===== src/rtl/rf_seq_pkg.sv =====
// rf_seq_pkg: shared types and constants for the register-file op sequencer.
// Op codes, FSM state encoding and datapath widths.
package rf_seq_pkg;

  localparam int REG_AW = 5;
  localparam int REG_DW = 32;

  localparam logic [2:0] OP_ADD = 3'd0;
  localparam logic [2:0] OP_SUB = 3'd1;
  localparam logic [2:0] OP_AND = 3'd2;
  localparam logic [2:0] OP_OR  = 3'd3;
  localparam logic [2:0] OP_XOR = 3'd4;
  localparam logic [2:0] OP_NOR = 3'd5;
  localparam logic [2:0] OP_SLT = 3'd6;
  localparam logic [2:0] OP_ILL = 3'd7;

  typedef enum logic [1:0] {
    IDLE = 2'd0,
    READ = 2'd1,
    EXEC = 2'd2,
    WB   = 2'd3
  } state_t;

endpackage


===== src/rtl/rf_seq_alu.sv =====
// rf_seq_alu: combinational ALU for the op sequencer.
// Signed overflow is flagged for ADD/SUB only; op 7 reports illegal.
module rf_seq_alu
  import rf_seq_pkg::*;
(
  input  logic [2:0]        op,
  input  logic [REG_DW-1:0] a,
  input  logic [REG_DW-1:0] b,
  output logic [REG_DW-1:0] result,
  output logic              ovf,
  output logic              illegal
);

  logic [REG_DW-1:0] sum;
  logic [REG_DW-1:0] diff;
  logic              lt;

  assign sum  = a + b;
  assign diff = a - b;
  assign lt   = $signed(a) < $signed(b);

  // Select the result and flags for the requested op.
  always_comb begin
    result  = '0;
    ovf     = 1'b0;
    illegal = 1'b0;
    unique case (op)
      OP_ADD: begin
        result = sum;
        ovf    = (a[REG_DW-1] == b[REG_DW-1]) &&
                 (sum[REG_DW-1] != a[REG_DW-1]);
      end
      OP_SUB: begin
        result = diff;
        ovf    = (a[REG_DW-1] != b[REG_DW-1]) &&
                 (diff[REG_DW-1] != a[REG_DW-1]);
      end
      OP_AND: result = a & b;
      OP_OR:  result = a | b;
      OP_XOR: result = a ^ b;
      OP_NOR: result = ~(a | b);
      OP_SLT: result = {{(REG_DW-1){1'b0}}, lt};
      OP_ILL: illegal = 1'b1;
      default: illegal = 1'b1;
    endcase
  end

endmodule


===== src/rtl/rf_op_sequencer.sv =====
// rf_op_sequencer: one-at-a-time read/execute/writeback command engine.
// Optional RF_SEQ_ZERO_GUARD_EN suppresses writes to register 0.
module rf_op_sequencer
  import rf_seq_pkg::*;
(
  input  logic              clk,
  input  logic              rst_n,
  input  logic              cmd_valid,
  output logic              cmd_ready,
  input  logic [2:0]        cmd_op,
  input  logic [REG_AW-1:0] cmd_rs,
  input  logic [REG_AW-1:0] cmd_rt,
  input  logic [REG_AW-1:0] cmd_rd,
  output logic              done,
  output logic              err,
  output logic [REG_DW-1:0] result,
  output logic              ovf,
  output logic              rf_wen,
  output logic [REG_AW-1:0] rf_addr_r1,
  output logic [REG_AW-1:0] rf_addr_r2,
  output logic [REG_AW-1:0] rf_addr_w,
  output logic [REG_DW-1:0] rf_data_w,
  input  logic [REG_DW-1:0] rf_data_r1,
  input  logic [REG_DW-1:0] rf_data_r2
);

  state_t            state_q;
  state_t            state_d;
  logic              accept;
  logic [2:0]        op_q;
  logic [REG_AW-1:0] rd_q;
  logic [REG_DW-1:0] a_q;
  logic [REG_DW-1:0] b_q;
  logic [REG_DW-1:0] alu_res;
  logic              alu_ovf;
  logic              alu_ill;
  logic              zero_block;
  logic              in_exec;

  assign accept  = (state_q == IDLE) && cmd_valid && cmd_ready;
  assign in_exec = (state_q == EXEC);

`ifdef RF_SEQ_ZERO_GUARD_EN
  assign zero_block = (rd_q == '0);
`else
  assign zero_block = 1'b0;
`endif

  rf_seq_alu u_alu (
    .op      (op_q),
    .a       (a_q),
    .b       (b_q),
    .result  (alu_res),
    .ovf     (alu_ovf),
    .illegal (alu_ill)
  );

  // State register.
  always_ff @(posedge clk or negedge rst_n) begin
    if (!rst_n) state_q <= IDLE;
    else        state_q <= state_d;
  end

  // Next-state: fixed four-step walk once a command is taken.
  always_comb begin
    state_d = state_q;
    unique case (state_q)
      IDLE: if (accept) state_d = READ;
      READ: state_d = EXEC;
      EXEC: state_d = WB;
      WB:   state_d = IDLE;
      default: state_d = IDLE;
    endcase
  end

  // Ready is registered so it only rises one edge after reset release.
  always_ff @(posedge clk or negedge rst_n) begin
    if (!rst_n) cmd_ready <= 1'b0;
    else        cmd_ready <= (state_d == IDLE);
  end

  // Latch the command; read addresses are live through READ.
  always_ff @(posedge clk or negedge rst_n) begin
    if (!rst_n) begin
      op_q       <= OP_ADD;
      rd_q       <= '0;
      rf_addr_r1 <= '0;
      rf_addr_r2 <= '0;
    end else if (accept) begin
      op_q       <= cmd_op;
      rd_q       <= cmd_rd;
      rf_addr_r1 <= cmd_rs;
      rf_addr_r2 <= cmd_rt;
    end
  end

  // Capture operands at the end of READ.
  always_ff @(posedge clk or negedge rst_n) begin
    if (!rst_n) begin
      a_q <= '0;
      b_q <= '0;
    end else if (state_q == READ) begin
      a_q <= rf_data_r1;
      b_q <= rf_data_r2;
    end
  end

  // Register EXEC results; these drive the WB cycle outputs.
  always_ff @(posedge clk or negedge rst_n) begin
    if (!rst_n) begin
      done      <= 1'b0;
      err       <= 1'b0;
      ovf       <= 1'b0;
      rf_wen    <= 1'b0;
      result    <= '0;
      rf_addr_w <= '0;
      rf_data_w <= '0;
    end else begin
      done   <= in_exec;
      err    <= in_exec && alu_ill;
      rf_wen <= in_exec && !alu_ill && !zero_block;
      if (in_exec) begin
        ovf       <= alu_ovf;
        rf_addr_w <= rd_q;
        if (!alu_ill) begin
          result    <= alu_res;
          rf_data_w <= alu_res;
        end
      end
    end
  end

endmodule


===== config.mk =====
export PLATFORM = sky130hd
export DESIGN_NAME = rf_op_sequencer
export DESIGN_NICKNAME = d
export VERILOG_FILES = /design/src/rtl/rf_seq_pkg.sv /design/src/rtl/rf_seq_alu.sv /design/src/rtl/rf_op_sequencer.sv
export SDC_FILE = /design/constraint.sdc
export NUM_CORES = 1
export LEC_CHECK = 0
export BUFFER_PORTS_ARGS = -buffer_cell sky130_fd_sc_hd__buf_2
export CAP_MARGIN = 30
export CELL_PAD_IN_SITES_DETAIL_PLACEMENT = 1
export CELL_PAD_IN_SITES_GLOBAL_PLACEMENT = 2
export CORE_MARGIN = 2
export CORE_UTILIZATION = 37
export CTS_CLUSTER_SIZE = 14
export DETAILED_ROUTE_END_ITERATION = 7
export PLACE_DENSITY_LB_ADDON = 0.1
export SYNTH_ARGS = -nofsm -noshare
export SYNTH_HDL_FRONTEND = slang
export SYNTH_SLANG_ARGS = --single-unit

===== constraint.sdc =====
create_clock -name clk -period 7.1 [get_ports clk]
set_input_delay 1.065 -clock clk [delete_from_list [all_inputs] [get_ports clk]]
set_output_delay 1.065 -clock clk [all_outputs]
set_load 0.005 [all_outputs]

==> results of run 1 <==
[per-layer routing]
layer / vias to the layer above / part of all wire (%)
li1: 4461 / -
met1: 4652 / 49
met2: 222 / 46
met3: 26 / 4.1
met4: 0 / 1.1
met5: - / 0
[metrics by stage]
| stage | instances | setup slack, ns |
|---|---|---|
| 2_1_floorplan | 1221 | 4.14 |
| 3_5_place_dp | 1637 | 3.43 |
| 3_3_place_gp | 1634 | 3.41 |
| 5_1_grt | 1669 | 3.05 |
| 6_report | 1669 | 3.36 |
| 4_1_cts | 1669 | 3.41 |
[cell families after synthesis]
family | count (synthesis)
adder cells (fa/ha/maj) | 108
buffers and inverters | 205
AND/OR/NAND/NOR | 314
flip-flops | 126
XOR/XNOR | 21
multiplexers | 58
AO/OA/AOI/OAI | 389
[sequential cells by signal, indices dropped and copies added (netlist names)]
| register | flops |
|---|---|
| done | 1 |
| rf_addr_r2 | 5 |
| rf_addr_w | 5 |
| rf_wen | 1 |
| rd_q | 5 |
| rf_addr_r1 | 5 |
| op_q | 3 |
| err | 1 |
| a_q | 32 |
| result | 32 |
| b_q | 32 |
| cmd_ready | 1 |
| ovf | 1 |
| state_q | 2 |
[area by class of cell]
class / count / area share, %
multi-input cells: 890 / 52.6
flip-flops and latches: 126 / 27.2
repair buffers: 181 / 8.48
clock buffers: 18 / 3.69
well taps: 341 / 3.67
inverters: 99 / 3.20
clock inverters: 14 / 1.15
[synthesized netlist by cell type (6+ instances only)]
| library cell | count |
|---|---|
| sky130_fd_sc_hd__a211o_1 | 8 |
| sky130_fd_sc_hd__a211oi_1 | 13 |
| sky130_fd_sc_hd__a21o_1 | 14 |
| sky130_fd_sc_hd__a21oi_1 | 103 |
| sky130_fd_sc_hd__a221o_1 | 7 |
| sky130_fd_sc_hd__a221oi_1 | 19 |
| sky130_fd_sc_hd__a31oi_1 | 13 |
| sky130_fd_sc_hd__a32oi_1 | 6 |
| sky130_fd_sc_hd__and2_1 | 9 |
| sky130_fd_sc_hd__buf_1 | 10 |
| sky130_fd_sc_hd__buf_4 | 34 |
| sky130_fd_sc_hd__clkbuf_1 | 55 |
| sky130_fd_sc_hd__dfrtp_1 | 126 |
| sky130_fd_sc_hd__ha_1 | 106 |
| sky130_fd_sc_hd__inv_1 | 93 |
| sky130_fd_sc_hd__mux2_2 | 29 |
| sky130_fd_sc_hd__mux2i_1 | 29 |
| sky130_fd_sc_hd__nand2_1 | 104 |
| sky130_fd_sc_hd__nand2b_1 | 10 |
| sky130_fd_sc_hd__nand3_1 | 18 |
| sky130_fd_sc_hd__nand4_1 | 10 |
| sky130_fd_sc_hd__nor2_1 | 105 |
| sky130_fd_sc_hd__nor3_1 | 22 |
| sky130_fd_sc_hd__o211ai_1 | 7 |
| sky130_fd_sc_hd__o21a_1 | 8 |
| sky130_fd_sc_hd__o21ai_0 | 112 |
| sky130_fd_sc_hd__o21bai_1 | 13 |
| sky130_fd_sc_hd__o22a_1 | 7 |
| sky130_fd_sc_hd__o22ai_1 | 8 |
| sky130_fd_sc_hd__o31ai_1 | 6 |
| sky130_fd_sc_hd__o32a_1 | 9 |
| sky130_fd_sc_hd__or3_1 | 7 |
| sky130_fd_sc_hd__xnor2_1 | 18 |
[final timing paths]
check | start | end
setup / recovery | op_q[2] | result[17]
hold / removal | rd_q[1] | rd_q[1]
setup reg to reg | op_q[2] | result[17]
hold reg to reg | rd_q[1] | rd_q[1]
max in group asynchronous | rst_n | a_q[19]
min in group asynchronous | rst_n | a_q[3]
==> impl_metrics.yaml, run 1 <==
global_route:
  number_of_global_route_vias_before_repair: 9592
  grt-ovfl-total: 0
  grt_util_met1_pct: 34.4
  antenna_found_initial: 0
  globalRouteTotalUtil_pct: 24.1
  grt.busiest_layer: "met2"
  global_route_track_usage_on_met3_pct: 3.40
  met2_usage_pct: 38.7
  wire_length_of_the_first_global_routing_pass_mm: 54.5
  grt_max_degree: 72
clock_network:
  ctsResizeCount: 0
  cts_tree: "done"
  root_buffer: "sky130_fd_sc_hd__clkbuf_16"
  post_cts_setup_repair_buffer_count: 0
  cts-buffers-inserted: 17
  clock_sinks: 126
  clk_path_buf_depth: 2
  htreeDepth: 4
  cts.reportedPaths.clkPinSlew_ns: 0.07
  worstSkewPairLatency_ns: 0.43
  cts-hold-fix-buffers: 0
setup_path:
  timing.setup.critical_path_class: "reg -> reg"
  crit_path_start_kind: "flip-flop"
  crit_path_cell_trace: "buf_4 > clkinv_1 > and3_1 > a21oi_1 > o21ai_0 > a211oi_1 > o21ai_0 > o32ai_1 > a21oi_1"
  critPathCaptureType: "flip-flop"
  data_required_time_of_the_critical_path_ns: 7.41
  worst-endpoint-arrival_ns: 4.05
  worst-r2r-cell-count: 9
  timing.critical_path.max_delay_family: "buffers and inverters"
  critPathMaxFanout: 56
  cp_num_cells: 9
  critical_path.slowest_cell: "sky130_fd_sc_hd__clkinv_1"
  rrSetupSlack_ns: 3.36
  cp_peak_stage_delay_ns: 0.84
  path_buf_inv: 2
timing:
  rsz0062_at_grt: "no"
  fin_crit_sh_pct: 52.7
  post_route_setup_tns_ns: 0
  max_slew.worst_pin.slew_ns: 0.975
  finalClockSkew_ns: 0.0136
  period_minus_slack_ns: 3.74
  max-slew-margin-rel_pct: 34.7
  timing_max_transition_violations_final: 0
  timing.hold.ws_ns: 0.503
  setup_violation_total_in_the_final_timing_report: 0
  finalHoldViolCount: 0
  fmaxAchievable_mhz: 267
synth:
  ys.flop_type: "sky130_fd_sc_hd__dfrtp_1"
  synth.ff_latch_count: 126
  synth_fp_nets: 1414
  largest_family_of_logic_cells_by_synthesized_area: "compound AO/OA/AOI/OAI gates"
  yosysWarningCount: 0
  multiplexer_share_of_the_synthesized_area_pct: 6.07
  synthesis.area_per_instance_um2: 8.32
  synth_compound_area_share_pct: 24.7
  synth_enable_flop_cells: 0
  postSynthCellCount: 1221
  synth_largest_type_area_fraction_pct: 31.0
  ys_types: 75
  post-synth-top-area-cell: "sky130_fd_sc_hd__dfrtp_1"
  yosys.area_share.xor_xnor_pct: 1.81
  leading_post_synthesis_cells_by_cell_area: "sky130_fd_sc_hd__dfrtp_1 (31%), sky130_fd_sc_hd__ha_1 (13%), sky130_fd_sc_hd__o21ai_0 (5.5%)"
  yosys.area_share.adder_pct: 13.4
  synthSimpleGateAreaFrac_pct: 14.0
  synth_area_um2: 10200
  async_flop_share_pct: 100
  synth-seq-area-share_pct: 31.0
hold_path:
  hold_path_class: "reg -> reg"
  hold-path-cell-count: 1
floorplan:
  ios: 169
  initial_utilization_pct: 37.7
  row_count: 60
  core_footprint_um2: 27000
  die_area_um2: 28800
  die_w_um: 170
  floorplan.die.height_um: 170
routing:
  via_per_inst: 5.61
  totalWireLength_mm: 34.0
  drt_first_pass_iters: 5
  detail_route.iter0.violations: 519
  drt_drc_violations_left: 0
  via_count: 9361
  post_drt_wl_per_cell_um: 20.4
  postRouteAntennaNets: 0
finish:
  finish.utilization_pct: 43.1
  drive_above_1_share_pct: 19.6
  multi_input_area_um2: 6120
  finalNetCount: 1508
  layout_common_cells: "sky130_fd_sc_hd__buf_2 (167), sky130_fd_sc_hd__dfrtp_1 (124), sky130_fd_sc_hd__o21ai_0 (112)"
  layout.area.seq_um2: 3160
  fillCellCount: 3252
  mostFrequentLayoutCell: "sky130_fd_sc_hd__buf_2"
  antennaDiodeCount: 0
  area_delta_synth_final_pct: 14.3
  finalInstanceArea_um2: 11600
placed_design:
  placed_area_um2: 11100
  port_buffers: 168
  dpl_wire_length_mm: 24.4
  gp_congestion: 0.868
run:
  max_cap_violations: 0
status:
  status: "complete, no violations"
Power of run 1 is not shown: default switching activity piles up to over one toggle a cycle in this logic, so the estimate is an artifact.
==> run 2, diff against run 1 <==
CORE_UTILIZATION = 31   (was 37)
clock period = 3.26 ns   (was 7.1 ns; I/O delays follow)
==> impl_metrics.yaml, run 2 (synthesis results as in run 1) <==
status:
  status: "complete, no violations"
timing:
  fmaxAchievable_mhz: 322
  max-slew-margin-rel_pct: 47.2
  finalClockSkew_ns: 0.00964
  timing.hold.ws_ns: 0.0796
  timing_max_transition_violations_final: 0
  rsz0062_at_grt: "yes"
  max_slew.worst_pin.slew_ns: 0.792
  period_minus_slack_ns: 3.10
  setup_violation_total_in_the_final_timing_report: 0
  fin_crit_sh_pct: 95.2
  finalHoldViolCount: 0
clock_network:
  cts-buffers-inserted: 17
  root_buffer: "sky130_fd_sc_hd__clkbuf_16"
  clock_sinks: 126
  cts_tree: "done"
  worstSkewPairLatency_ns: 0.44
  cts.reportedPaths.clkPinSlew_ns: 0.06
  clk_path_buf_depth: 2
  cts-hold-fix-buffers: 0
  htreeDepth: 4
routing:
  post_drt_wl_per_cell_um: 20.1
  drt_drc_violations_left: 0
  drt_first_pass_iters: 5
  detail_route.iter0.violations: 497
  totalWireLength_mm: 37.1
  via_count: 9701
  via_per_inst: 5.24
  postRouteAntennaNets: 0
floorplan:
  row_count: 66
  core_footprint_um2: 32400
  floorplan.die.height_um: 185
  ios: 169
  die_w_um: 185
  initial_utilization_pct: 31.4
  die_area_um2: 34200
finish:
  finish.utilization_pct: 39.0
  mostFrequentLayoutCell: "sky130_fd_sc_hd__buf_2"
  layout_top_registers: "a_q x32, b_q x32, result x32"
  finalNetCount: 1590
  drive_above_1_share_pct: 26.7
  antennaDiodeCount: 0
  layout_common_cells: "sky130_fd_sc_hd__buf_2 (167), sky130_fd_sc_hd__dfrtp_1 (123), sky130_fd_sc_hd__o21ai_0 (109)"
  area_delta_synth_final_pct: 24.1
setup_path:
  critPathMaxFanout: 6
  worst-r2r-cell-count: 13
  path_buf_inv: 2
  cp_peak_stage_delay_ns: 0.40
  cp_num_cells: 13
  timing.critical_path.max_delay_family: "compound AO/OA/AOI/OAI gates"
  critical_path.slowest_cell: "sky130_fd_sc_hd__ha_1"
  timing.setup.critical_path_class: "reg -> reg"
  crit_path_start_kind: "flip-flop"
  crit_path_cell_trace: "inv_1 > ha_1 > o21a_1 > o211ai_1 > a311oi_4 > nor2_4 > o21ai_4 > buf_4 > nand3_1 > o21bai_1 > xnor2_1 > o22ai_1 > o32a_1"
  data_required_time_of_the_critical_path_ns: 3.59
  critPathCaptureType: "flip-flop"
  worst-endpoint-arrival_ns: 3.43
placed_design:
  gp_congestion: 0.837
  dpl_wire_length_mm: 27.5
  port_buffers: 168
global_route:
  number_of_global_route_vias_before_repair: 9930
  wire_length_of_the_first_global_routing_pass_mm: 58.1
  globalRouteTotalUtil_pct: 22.2
  grt-ovfl-total: 0
  grt_max_degree: 75
  antenna_found_initial: 0
hold_path:
  hold_path_class: "in -> async"
run:
  max_cap_violations: 0
==> run 2: per-stage QoR <==
step | std cells | cell area [um^2] | setup slack (ns) | TNS (ns)
after floorplan | 1221 | 10200 | 0.301 | 0
after global placement | 1816 | 11800 | -0.102 | -0.155
after detailed placement | 1816 | 11800 | -0.192 | -0.569
after CTS | 1848 | 12400 | 0.0192 | 0
after global routing | 1852 | 12600 | -0.0368 | -0.105
final | 1852 | 12600 | 0.157 | 0
==> run 2: area by class of cell <==
cell class	count	area, um^2
Sequential cell	126	3160
Clock buffer	17	425
Multi-Input combinational cell	890	6350
Clock inverter	15	155
Timing Repair Buffer	263	1600
Fill cell	3939	19800
Inverter	99	372
Tap cell	442	553
==> run 2: timing repair <==
item | in CTS | in global routing
endpoints found under the setup margin | 9 | 20
resized for setup | 7 | 39
setup buffers | 0 | 4
pin swaps | 0 | 13
==> run 2: worst paths after layout <==
check                           slack (ns)             to            from
worst max-delay path                  0.16     result[25]          a_q[5]
worst min-delay path                  0.08      result[2]           rst_n
worst max register to register        0.16     result[25]          a_q[5]
worst min register to register        0.50  rf_addr_r1[1]   rf_addr_r1[1]
max in group asynchronous             2.39     state_q[0]           rst_n
min in group clk                      0.25        b_q[23]  rf_data_r2[23]
==> run 2: layer usage <==
| metal | vias to the layer above | GRT usage, % | part of all wire, % | routed length, um |
|---|---|---|---|---|
| li1 | 4631 | - | - | - |
| met1 | 4858 | 31.3 | 50 | 18400 |
| met2 | 190 | 36.0 | 46 | 17100 |
| met3 | 22 | 2.87 | 3.2 | 1200 |
| met4 | 0 | 5.37 | 1.1 | 397 |
| met5 | - | 0 | 0 | 0 |
Power of run 2 is left out for the same reason.
==> run 3, diff against run 2 <==
--- a/config.mk
+++ b/config.mk
@@ -16,2 +16,3 @@
 export PLACE_DENSITY_LB_ADDON = 0.1
+export SKIP_LAST_GASP = 1
 export SYNTH_ARGS = -nofsm -noshare
==> constraint.sdc (replaced) <==
create_clock -name clk -period 3.26 [get_ports clk]
set_input_delay 0.163 -clock clk [delete_from_list [all_inputs] [get_ports clk]]
set_output_delay 0.163 -clock clk [all_outputs]
set_load 0.005 [all_outputs]
==> impl_metrics.yaml, run 3 (synthesis results as in run 1) <==
status:
  status: "complete, no violations"
setup_path:
  critPathCaptureType: "flip-flop"
  worst-endpoint-arrival_ns: 3.43
  timing.setup.critical_path_class: "reg -> reg"
  critPathMaxFanout: 3
  data_required_time_of_the_critical_path_ns: 3.54
  rrSetupSlack_ns: 0.11
  crit_path_start_kind: "flip-flop"
floorplan:
  die_w_um: 185
  row_count: 66
  initial_utilization_pct: 31.4
  ios: 169
  floorplan.die.height_um: 185
  core_footprint_um2: 32400
  die_area_um2: 34200
timing:
  rsz0062_at_grt: "yes"
  finalClockSkew_ns: 0.0102
  timing_max_transition_violations_final: 0
  fmaxAchievable_mhz: 317
  finalHoldViolCount: 0
  fin_crit_sh_pct: 96.7
  period_minus_slack_ns: 3.15
  setup_violation_total_in_the_final_timing_report: 0
  max-slew-margin-rel_pct: 47.6
  max_slew.worst_pin.slew_ns: 0.786
global_route:
  grt-ovfl-total: 0
  wire_length_of_the_first_global_routing_pass_mm: 58.8
  antenna_found_initial: 1
  globalRouteTotalUtil_pct: 22.5
  grt_max_degree: 69
  number_of_global_route_vias_before_repair: 10400
pwr:
  power.static_leakage_nw: 6.13
  pwr_density_cell_nw_per_um2: 1330
  ir_drop_uv: 634
  power.total_w: 0.0179
placed_design:
  gp_congestion: 0.834
  dpl_wire_length_mm: 27.4
  port_buffers: 168
finish:
  layout_common_cells: "sky130_fd_sc_hd__buf_2 (167), sky130_fd_sc_hd__dfrtp_1 (123), sky130_fd_sc_hd__o21ai_0 (109)"
  drive_above_1_share_pct: 25.2
  fillCellCount: 3881
  layout_top_registers: "a_q x32, b_q x32, result x32"
  mostFrequentLayoutCell: "sky130_fd_sc_hd__buf_2"
  finish.utilization_pct: 41.5
  area_delta_synth_final_pct: 32.1
  finalNetCount: 1672
hold_path:
  hold_path_class: "in -> reg"
routing:
  drt_drc_violations_left: 0
  postRouteAntennaNets: 0
  via_count: 9988
  totalWireLength_mm: 37.7
  detail_route.iter0.violations: 474
  drt_first_pass_iters: 7
  post_drt_wl_per_cell_um: 19.5
  via_per_inst: 5.17
clock_network:
  worstSkewPairLatency_ns: 0.45
  htreeDepth: 4
  root_buffer: "sky130_fd_sc_hd__clkbuf_16"
  clk_path_buf_depth: 2
  clock_sinks: 126
  cts_tree: "done"
  cts-buffers-inserted: 17
  cts.reportedPaths.clkPinSlew_ns: 0.06
run:
  max_cap_violations: 0
run 3: cell count changes in the layout (fill, tap and decap cells not counted), moves of 2 or more:
cell,delta
sky130_fd_sc_hd__inv_6,-4
sky130_fd_sc_hd__nor2_2,-2
sky130_fd_sc_hd__ha_2,-2
sky130_fd_sc_hd__dlygate4sd3_1,+82
sky130_fd_sc_hd__clkinvlp_4,+2
sky130_fd_sc_hd__ha_4,+3
sky130_fd_sc_hd__inv_8,-3
sky130_fd_sc_hd__clkinv_2,+3
sky130_fd_sc_hd__clkinv_4,-3
run 3: metal layers:
metal	track usage [%]	part of all wire (%)
met1	30.8	48
met2	36.7	47
met3	3.38	3.8
met4	6.63	1.7
met5	0	0
run 3: metrics by stage:
step	setup slack (ns)	area [um^2]	hold WS, ns	std cells	TNS, ns
global placement	-0.0978	11700	0.208	1816	-0.151
detailed placement	-0.130	11700	0.208	1816	-0.237
floorplan	0.301	10200	-0.133	1221	0
finish	0.106	13400	0.0176	1933	0
CTS	0.00627	13100	0.0250	1928	0
global route	-0.121	13400	0.0131	1932	-0.193
run 3: report_power, final:
group          switching [W]  total [W]  internal (W)
Clock               0.000771    0.00190       0.00113
Combinational        0.00745     0.0129       0.00546
Sequential          0.000676    0.00304       0.00237
Total                0.00889     0.0179       0.00896
run 3: path summary, 6_finish.rpt:
kind,from,end,depth (start not counted)
worst max-delay path,b_q[0],result[14],13
worst min-delay path,rf_data_r2[31],b_q[31],3
worst max register to register,b_q[0],result[14],13
worst min register to register,rd_q[2],rd_q[2],1
max in group asynchronous,rst_n,a_q[3],3
min in group asynchronous,rst_n,b_q[3],2
run 3: layout make-up:
class	instances	area [um^2]	share of cell area (%)
repair buffers	345	2410	17.9
flip-flops and latches	126	3160	23.5
well taps	442	553	4.12
clock buffers	19	443	3.30
multi-input cells	890	6380	47.5
diodes	1	2.50	0.0186
inverters	99	372	2.77
clock inverters	11	120	0.894
run 3: worst max-delay path, stage by stage (launching register included):
cell and delay (ns):
sky130_fd_sc_hd__dfrtp_1 0.42, sky130_fd_sc_hd__ha_4 0.18, sky130_fd_sc_hd__fa_2 0.38, sky130_fd_sc_hd__a21o_1 0.22, sky130_fd_sc_hd__a2111oi_4 0.29, sky130_fd_sc_hd__buf_4 0.18, sky130_fd_sc_hd__o211ai_1 0.19, sky130_fd_sc_hd__a31oi_1 0.22
sky130_fd_sc_hd__nor2_1 0.07, sky130_fd_sc_hd__or4_4 0.45, sky130_fd_sc_hd__nand3_2 0.10, sky130_fd_sc_hd__nand3_2 0.08, sky130_fd_sc_hd__o31ai_2 0.08, sky130_fd_sc_hd__a31oi_1 0.12
run 3: what timing repair did:
| action | 4_1_cts | 5_1_grt |
|---|---|---|
| hold buffers | 82 | 0 |
| hold endpoints to repair | 140 | 0 |
| gates cloned | 0 | 0 |
| pin swaps | 1 | 15 |
| setup buffers | 0 | 4 |
| setup endpoints to repair | 6 | 20 |
| gates resized for setup | 4 | 45 |
Note: power is estimated with default switching activity, not from simulation.
